===== config.mk =====
export PLATFORM = sky130hd
export DESIGN_NAME = lvl1_scan_ctrl_flat
export DESIGN_NICKNAME = d
export VERILOG_FILES = /design/src/rtl/lvl1_scan_ctrl_pkg.sv /design/src/rtl/lvl1_scan_ctrl_if.sv /design/src/rtl/lvl1_scan_ctrl_step_cnt.sv /design/src/rtl/lvl1_scan_ctrl.sv /design/src/flat_wrapper.sv
export SDC_FILE = /design/constraint.sdc
export NUM_CORES = 1
export LEC_CHECK = 0
export ABC_AREA = 1
export CELL_PAD_IN_SITES_DETAIL_PLACEMENT = 0
export CELL_PAD_IN_SITES_GLOBAL_PLACEMENT = 1
export CORE_ASPECT_RATIO = 1.1
export CORE_UTILIZATION = 32
export CTS_CLUSTER_DIAMETER = 200
export DETAILED_ROUTE_END_ITERATION = 10
export GPL_TIMING_DRIVEN = 0
export PLACE_DENSITY_LB_ADDON = 0.1
export SYNTH_ARGS = -nofsm -noshare
export SYNTH_HDL_FRONTEND = slang
export SYNTH_SLANG_ARGS = --single-unit

===== constraint.sdc =====
create_clock -name clk -period 1.7 [get_ports clk]
set_input_delay 0.51 -clock clk [delete_from_list [all_inputs] [get_ports clk]]
set_output_delay 0.51 -clock clk [all_outputs]
set_load 0.01 [all_outputs]

===== src/rtl/lvl1_scan_ctrl_pkg.sv =====
// lvl1_scan_pkg: op codes, FSM states and default widths for the lvl1 scan sequencer
package lvl1_scan_pkg;
  localparam int DEF_STATE_W = 16;
  localparam int DEF_LEN_W = 16;
  typedef enum logic [1:0] {OP_NOP = 2'b00, OP_RUN = 2'b01, OP_CAPTURE = 2'b10, OP_INJECT = 2'b11} op_t;
  typedef enum logic [1:0] {S_IDLE, S_RUN, S_SHIFT, S_RESP} state_t;
endpackage


===== src/rtl/lvl1_scan_ctrl_if.sv =====
// lvl1_scan_ctrl_if: host command and response channels of the lvl1 scan sequencer
interface lvl1_scan_ctrl_if
  import lvl1_scan_pkg::*;
#(
  parameter int STATE_W = DEF_STATE_W,
  parameter int LEN_W = DEF_LEN_W
);
  logic cmd_valid;
  logic cmd_ready;
  op_t cmd_op;
  logic [LEN_W-1:0] cmd_len;
  logic [STATE_W-1:0] cmd_data;
  logic rsp_valid;
  logic rsp_ready;
  logic [STATE_W-1:0] rsp_data;
  modport master (
    output cmd_valid, cmd_op, cmd_len, cmd_data, rsp_ready,
    input cmd_ready, rsp_valid, rsp_data
  );
  modport slave (
    input cmd_valid, cmd_op, cmd_len, cmd_data, rsp_ready,
    output cmd_ready, rsp_valid, rsp_data
  );
endinterface


===== src/rtl/lvl1_scan_ctrl_step_cnt.sv =====
// lvl1_step_cnt: loadable down-counter with zero flag, shared by RUN and SHIFT phases
module lvl1_step_cnt #(
  parameter int W = 16
) (
  input logic clk,
  input logic rst,
  input logic load,
  input logic [W-1:0] load_val,
  input logic dec,
  output logic zero
);
  logic [W-1:0] cnt;
  always_ff @(posedge clk) begin
    if (!rst) cnt <= '0;
    else if (load) cnt <= load_val;
    else if (dec && !zero) cnt <= cnt - 1'b1;
  end
  assign zero = cnt == '0;
endmodule


===== src/rtl/lvl1_scan_ctrl.sv =====
// lvl1_scan_ctrl: runs, captures or injects the lvl1 datapath state on host command
module lvl1_scan_ctrl
  import lvl1_scan_pkg::*;
#(
  parameter int STATE_W = DEF_STATE_W,
  parameter int LEN_W = DEF_LEN_W
) (
  input logic clk,
  input logic rst,
  lvl1_scan_ctrl_if.slave bus,
  output logic dp_en,
  output logic dp_scan_en,
  output logic dp_scan_in,
  input logic dp_scan_out,
  output logic busy
);
  state_t state, state_n;
  op_t op;
  logic [STATE_W-1:0] sh, cap;
  logic accept, dec, zero;
  logic [LEN_W-1:0] load_val;
  assign accept = state == S_IDLE && bus.cmd_valid;
  // counter is preloaded with count-1 so the enable spans exactly the requested cycles
  assign load_val = bus.cmd_op == OP_RUN ? bus.cmd_len - 1'b1 : LEN_W'(STATE_W - 1);
  assign dec = (state == S_RUN || state == S_SHIFT) && !zero;
  lvl1_step_cnt #(.W(LEN_W)) u_cnt (
    .clk(clk),
    .rst(rst),
    .load(accept),
    .load_val(load_val),
    .dec(dec),
    .zero(zero)
  );
  always_comb begin
    state_n = state;
    case (state)
      S_IDLE: if (bus.cmd_valid) state_n = bus.cmd_op == OP_RUN && bus.cmd_len != '0 ? S_RUN :
                                          bus.cmd_op inside {OP_CAPTURE, OP_INJECT} ? S_SHIFT : S_RESP;
      S_RUN, S_SHIFT: if (zero) state_n = S_RESP;
      S_RESP: if (bus.rsp_ready) state_n = S_IDLE;
      default: state_n = S_IDLE;
    endcase
  end
  always_ff @(posedge clk) begin
    if (!rst) begin
      state <= S_IDLE;
      op <= OP_NOP;
      sh <= '0;
      cap <= '0;
      dp_en <= 1'b0;
      dp_scan_en <= 1'b0;
    end else begin
      state <= state_n;
      dp_en <= state_n == S_RUN;
      dp_scan_en <= state_n == S_SHIFT;
      if (accept) begin
        op <= bus.cmd_op;
        sh <= bus.cmd_data;
        cap <= '0;
      end else if (dp_scan_en) begin
        sh <= {sh[STATE_W-2:0], 1'b0};
        cap <= {cap[STATE_W-2:0], dp_scan_out};
      end
    end
  end
  // capture rotates the chain so the datapath ends unchanged
  assign dp_scan_in = op == OP_CAPTURE ? dp_scan_out : sh[STATE_W-1];
  assign bus.cmd_ready = state == S_IDLE;
  assign bus.rsp_valid = state == S_RESP;
  assign bus.rsp_data = bus.rsp_valid ? cap : '0;
  assign busy = state != S_IDLE;
endmodule


===== src/flat_wrapper.sv =====
// flat-port wrapper written by rule: the top's interface ports become plain ports
module lvl1_scan_ctrl_flat import lvl1_scan_pkg::*;
#(
  parameter int STATE_W = DEF_STATE_W,
  parameter int LEN_W = DEF_LEN_W
)
  (clk, rst, dp_en, dp_scan_en, dp_scan_in, dp_scan_out, busy, bus_cmd_valid, bus_cmd_op, bus_cmd_len, bus_cmd_data, bus_rsp_ready, bus_cmd_ready, bus_rsp_valid, bus_rsp_data);
  lvl1_scan_ctrl_if #(.STATE_W(STATE_W), .LEN_W(LEN_W)) bus_i ();
  input logic clk;
  input logic rst;
  output logic dp_en;
  output logic dp_scan_en;
  output logic dp_scan_in;
  input logic dp_scan_out;
  output logic busy;
  input wire logic [$bits(bus_i.cmd_valid)-1:0] bus_cmd_valid;
  input wire logic [$bits(bus_i.cmd_op)-1:0] bus_cmd_op;
  input wire logic [$bits(bus_i.cmd_len)-1:0] bus_cmd_len;
  input wire logic [$bits(bus_i.cmd_data)-1:0] bus_cmd_data;
  input wire logic [$bits(bus_i.rsp_ready)-1:0] bus_rsp_ready;
  output wire logic [$bits(bus_i.cmd_ready)-1:0] bus_cmd_ready;
  output wire logic [$bits(bus_i.rsp_valid)-1:0] bus_rsp_valid;
  output wire logic [$bits(bus_i.rsp_data)-1:0] bus_rsp_data;
  assign bus_i.cmd_valid = bus_cmd_valid;
  assign bus_i.cmd_op = bus_cmd_op;
  assign bus_i.cmd_len = bus_cmd_len;
  assign bus_i.cmd_data = bus_cmd_data;
  assign bus_i.rsp_ready = bus_rsp_ready;
  assign bus_cmd_ready = bus_i.cmd_ready;
  assign bus_rsp_valid = bus_i.rsp_valid;
  assign bus_rsp_data = bus_i.rsp_data;
  lvl1_scan_ctrl #(.STATE_W(STATE_W), .LEN_W(LEN_W)) u_core (.clk(clk), .rst(rst), .bus(bus_i), .dp_en(dp_en), .dp_scan_en(dp_scan_en), .dp_scan_in(dp_scan_in), .dp_scan_out(dp_scan_out), .busy(busy));
endmodule

# --- After elaboration in Yosys (flattened, before gate mapping) ---
# Index checks and enable logic that the tools add are counted.
word_totals:
  wordCells: 47
  ff_bits: 54
classes:
  n_reduce_logical: 15
  mux: 13
  bitwise: 1
  addsub: 2
  n_eq_ne: 9
ops:
  columns: ["op", "count"]
  rows:
  - ["16-bit two-way mux", 6]
  - ["16-bit by 1-bit subtractor with 16-bit output (second input constant)", 2]
  - ["16-bit logical NOT", 1]
  - ["16-bit nonzero test", 1]
  - ["2-bit == test (second input constant)", 6]
  - ["2-bit two-way mux", 4]
  - ["2-bit nonzero test", 4]
  - ["2-bit by 1-bit == test with 1-bit output (second input constant)", 3]
  - ["2-bit one-hot mux with 3 select lines", 1]
  - ["1-bit logical AND", 4]
  - ["2-bit OR reduction", 2]
  - ["2-bit logical NOT", 1]
  - ["1-bit two-way mux", 2]
  - ["1-bit logical NOT", 1]
  - ["1-bit logical OR", 1]
  - ["1-bit inverter", 1]

# --- Logic depth before layout (Yosys ltp) ---
depth:
  word_depth: 7
  depth_mapped: 12

# --- Modules after synthesis ---
# From an unflattened synthesis, not the netlist that was laid out.
hier_totals:
  cells_unflattened: 540
  area_unflattened_um2: 3278.1
by_module_without_submodules:
  columns: ["module", "area_per_inst_um2", "cells_each", "instances", "seq_area_each_um2"]
  rows:
  - ["lvl1_scan_ctrl", 2072.0, 320, 1, 760.7]
  - ["lvl1_step_cnt", 1206.2, 220, 1, 320.3]

# --- Least setup slack after synthesis ---
# Ideal clock, no wire load.
synth_timing:
  path_kind: "reg2out"
  startpoint: "register u_core.state[0]"
  endpoint: "output bus_rsp_data[10]"
  path_buffers: 2
  required_time_ps: 1190
  arrival_ps: 1274
  path_slack_ps: -84
  path_stages_with_launch: 6
  path_cell_list: "dfxtp_1 -> ha_1 -> clkbuf_1 -> clkbuf_1 -> nand2_1 -> inv_1"
synth_between:
  elab_chain_len: 2
synth_lines:
  columns: ["element", "line_no", "text"]
  rows:
  - ["start, declared", "lvl1_scan_ctrl.sv:17", "state_t state, state_n;"]
  - ["start signal, assigned", "lvl1_scan_ctrl.sv:53", "state <= state_n;"]
  - ["2-bit == test", "lvl1_scan_ctrl.sv:69", "assign bus.rsp_valid = state == S_RESP;"]
  - ["via bus_rsp_valid", "flat_wrapper.sv:22", "output wire logic [$bits(bus_i.rsp_valid)-1:0] bus_rsp_valid;"]
  - ["16-bit two-way mux", "lvl1_scan_ctrl.sv:70", "assign bus.rsp_data = bus.rsp_valid ? cap : '0;"]
  - ["end, declared", "flat_wrapper.sv:23", "output wire logic [$bits(bus_i.rsp_data)-1:0] bus_rsp_data;"]
# The timed path passes the listed nets, and every way through them passes these cells.

# --- Worst setup path after layout ---
layout_timing:
  startpoint: "register u_core.state[0]"
  endpoint: "output bus_rsp_data[9]"
layout_between:
  elab_chain_len: 2
layout_lines:
  columns: ["element", "line_no"]
  rows:
  - ["2-bit == test", "lvl1_scan_ctrl.sv:69"]
  - ["16-bit two-way mux", "lvl1_scan_ctrl.sv:70"]
# No other way between the ends.

==> qor.yml <==
power:
  total_switching_power_uw: 1550
  share_seq_of_total_power: 0.399
  power.total_uw: 3900
  total_power_per_unit_cell_area_nw_per_um2: 874
  peakVddDrop_uv: 459
  power.static_leakage_uw: 0.00212
  share_clk_of_total_power: 0.186
  switching_share: 0.398
  comb_power_share: 0.415
  p_int_uw: 2350
timing:
  maxSlewViolCount: 0
  timing.clock.skew_ns: 0.00743
  timing.final.hold_violations: 0
  finalWorstPathRequiredPeriod_ns: 1.84
  setup_viol: 18
  final_min_period_over_clock_period: 1.08
  fin_hold_ws_ns: 0.465
  rsz0062_at_grt: "yes"
  timing.slew.headroom: 0.699
  timing.fmax_mhz: 545
  max_slew.worst_pin.slew_ns: 0.452
  setup_slack_ns: -0.136
finish:
  multi_input_area_um2: 1990
  final_nets: 644
  antennaDiodeCount: 0
  area_of_all_sequential_standard_cells_um2: 1090
  final_design_instance_area_without_fill_um2: 4470
  syn2layout_area_growth_pct: 40.4
  finalNonFillerCells: 718
  post_route_cells_drive_above_1_share: 0.236
  num-fill-cells: 1024
  final_core_utilization: 0.471
synthesis:
  synth_top_area_frac: 0.340
  ys.flop_type: "dfxtp_1"
  ys_types: 28
  synth_common_cells: "nand2_1, inv_1, a21oi_1"
  yosys-mux-area-fraction: 0
  synth_cells: 512
  postSynthRegisterBits: 54
  synth_warnings: 0
  synth_compound_area_frac: 0.187
  post-synth-top-count-cell: "nand2_1"
  synth_area_um2: 3180
  synth.avg_cell_area_um2: 6.21
  synth.top_cells.by_area: "dfxtp_1, nand2_1, a21oi_1, inv_1, nor2_1"
  xor_xnor_share_of_the_synthesized_area: 0.0110
  syn-num-nets: 555
  ys_async_sr_fraction: 0
  ys_seq_area_frac: 0.340
  synth_enable_flop_cells: 0
  synth_simple_gate_area_frac: 0.330
  synth_area_leader_cell: "dfxtp_1"
  synth_top_family_by_area: "simple AND/OR/NAND/NOR gates"
  synth-adder-area-share: 0.0157
critical_path:
  worst-setup-path-type: "register to output port"
  setup.worst_path.end_class: "output port"
  worst_ep_arrival_time_ns: 1.33
  worstPathRequired_ns: 1.19
  crit_path_max_fo: 5
  timing.critical_path.from_type: "register"
clock_network:
  clk_transition_reported_paths_ns: 0.10
  cts.htree.levels: 2
  clock_sink_count: 54
  cts_inserted_buffers: 5
  cts_tree: "yes"
  clock_tree.root_cell: "clkbuf_8"
  clock_insertion_delay_worst_skew_ns: 0.31
  hold_buffer_count_at_cts: 0
  ctsLongestPathBuffers: 2
place:
  dp_hpwl_um: 7140
  place.port_buffers: 60
  postPlaceCellArea_um2: 3930
  dp.cells: 689
  finalWeightedCongestion: 0.904
floorplan:
  floorplan.initialDensity: 0.335
  die_height_um: 107
  io_pins: 61
  rows: 37
  die-width_um: 97.1
  floorplan_core_area_um2: 9490
  area_of_the_die_um2: 10300
global_route:
  wire_length_of_the_first_global_routing_pass_um: 15700
  initial_antenna_violation_count: 0
  grt_overflow_total: 0
  via_count_of_the_first_global_routing_pass: 3184
  grt_start_max_net_pins: 18
  grt_usage: 0.188
routing:
  antenna_violating_nets_post_route: 0
  detail_route.drc_violations: 0
  avgViaCountPerCell: 4.86
  wl_per_cell_um: 13.7
  drtPass1Iterations: 4
  routed_wl_um: 9800
  vias: 3492
  drtIter0Drc: 127
hold_path:
  hold_path_class: "register to register"
run_status:
  status: "finished with violations"
  violated_checks: "negative setup slack"
run:
  cap_violations: 0
==> power by group through the flow <==
stage | Sequential [uW] | Clock (uW) | Combinational, uW
final | 1560 | 727 | 1620
after global placement | 1580 | 0 | 1430
after floorplan | 1540 | 0 | 1030
after detailed placement | 1580 | 0 | 1430
after global routing | 1580 | 802 | 1820
after CTS | 1550 | 758 | 1500
==> cells by family after synthesis <==
logic type,after synthesis
flops,54
fa+ha+maj,4
buf+inv,90
compound gates,113
simple gates,247
xor+xnor,4
==> through the flow <==
stage          setup TNS (ns)  setup slack, ns
2_1_floorplan               0           0.0773
3_3_place_gp           -29.36           -0.680
3_5_place_dp           -29.79           -0.727
4_1_cts                 -2.16           -0.151
5_1_grt                 -2.98           -0.176
6_report                -1.78           -0.136
==> repair_timing <==
action / in CTS / in global routing
gates resized for setup: 133 / 74
pin swaps: 5 / 26
setup buffers: 9 / 12
setup endpoints to repair: 64 / 46
cloned: 2 / 0
==> metal layers <==
metal  part of all wire  global-route usage  up-vias
met4              0.012              0.0522        0
li1                   -                   -     1809
met2               0.50               0.339       63
met5                  0                   0        -
met1               0.46               0.234     1610
met3              0.034              0.0261       10
==> final cells by class <==
class                   instances  area share
clock buffers                   5      0.0154
clock inverters                 2     0.00336
well taps                     117      0.0328
flip-flops and latches         54       0.244
plain buffers                  19      0.0322
inverters                      70      0.0619
multi-input cells             368       0.446
repair buffers                 83       0.164
==> final timing paths <==
path / start / to / slack, ns / cells after the start
worst max-delay path: u_core.state[0] / bus_rsp_data[9] / -0.14 / 6
worst min-delay path: u_core.sh[4] / u_core.sh[5] / 0.47 / 2
worst max register to register: u_core.state[0] / u_core.u_cnt.cnt[3] / -0.03 / 13
worst min register to register: u_core.sh[4] / u_core.sh[5] / 0.47 / 2
==> placed cells by master (no fill, tap or decap), types with 2 or more instances in the layout <==
master           netlist  layout
a21oi_1               61      58
a21oi_2                0       3
buf_2                  0      15
buf_4                  0      19
buf_6                  3      10
buf_8                  0       2
clkbuf_1              16       8
clkbuf_2               0       5
clkbuf_8               1       6
clkdlybuf4s50_1        0      26
clkinvlp_4             0       3
dfxtp_1               54      51
dfxtp_4                0       2
dlygate4sd2_1          0       7
dlymetal6s2s_1         0       8
ha_4                   0       4
inv_1                 67      57
inv_2                  3       9
inv_4                  0       2
nand2_1              140     123
nand2_2                3      17
nand2_4                3       5
nand3_1               27      22
nand3_2                0       3
nand3_4                0       2
nand3b_1               2       2
nand4_1                6       6
nor2_1                54      42
nor2_2                10      14
nor2_4                 1       9
o211ai_1               2       2
o21ai_0               39      30
o21ai_1                2       9
o21ai_2                2       4
o22ai_2                0       2
xor2_1                 3       3
==> state kept, by name, summed over array words and instances, names as in the netlist <==
name and count:
u_core.sh 16, u_core.dp_en 1, u_core.cap 16, u_core.op 2, u_core.dp_scan_en 1, u_core.state 2
u_core.u_cnt.cnt 16
==> worst max-delay path, stage by stage, from the launching register on <==
cell	delay [ns]
dfxtp_4	0.37
ha_4	0.16
buf_8	0.13
clkbuf_16	0.15
nand2_2	0.06
inv_1	0.03
buf_2	0.12
Power figures use the tool's default switching activity.
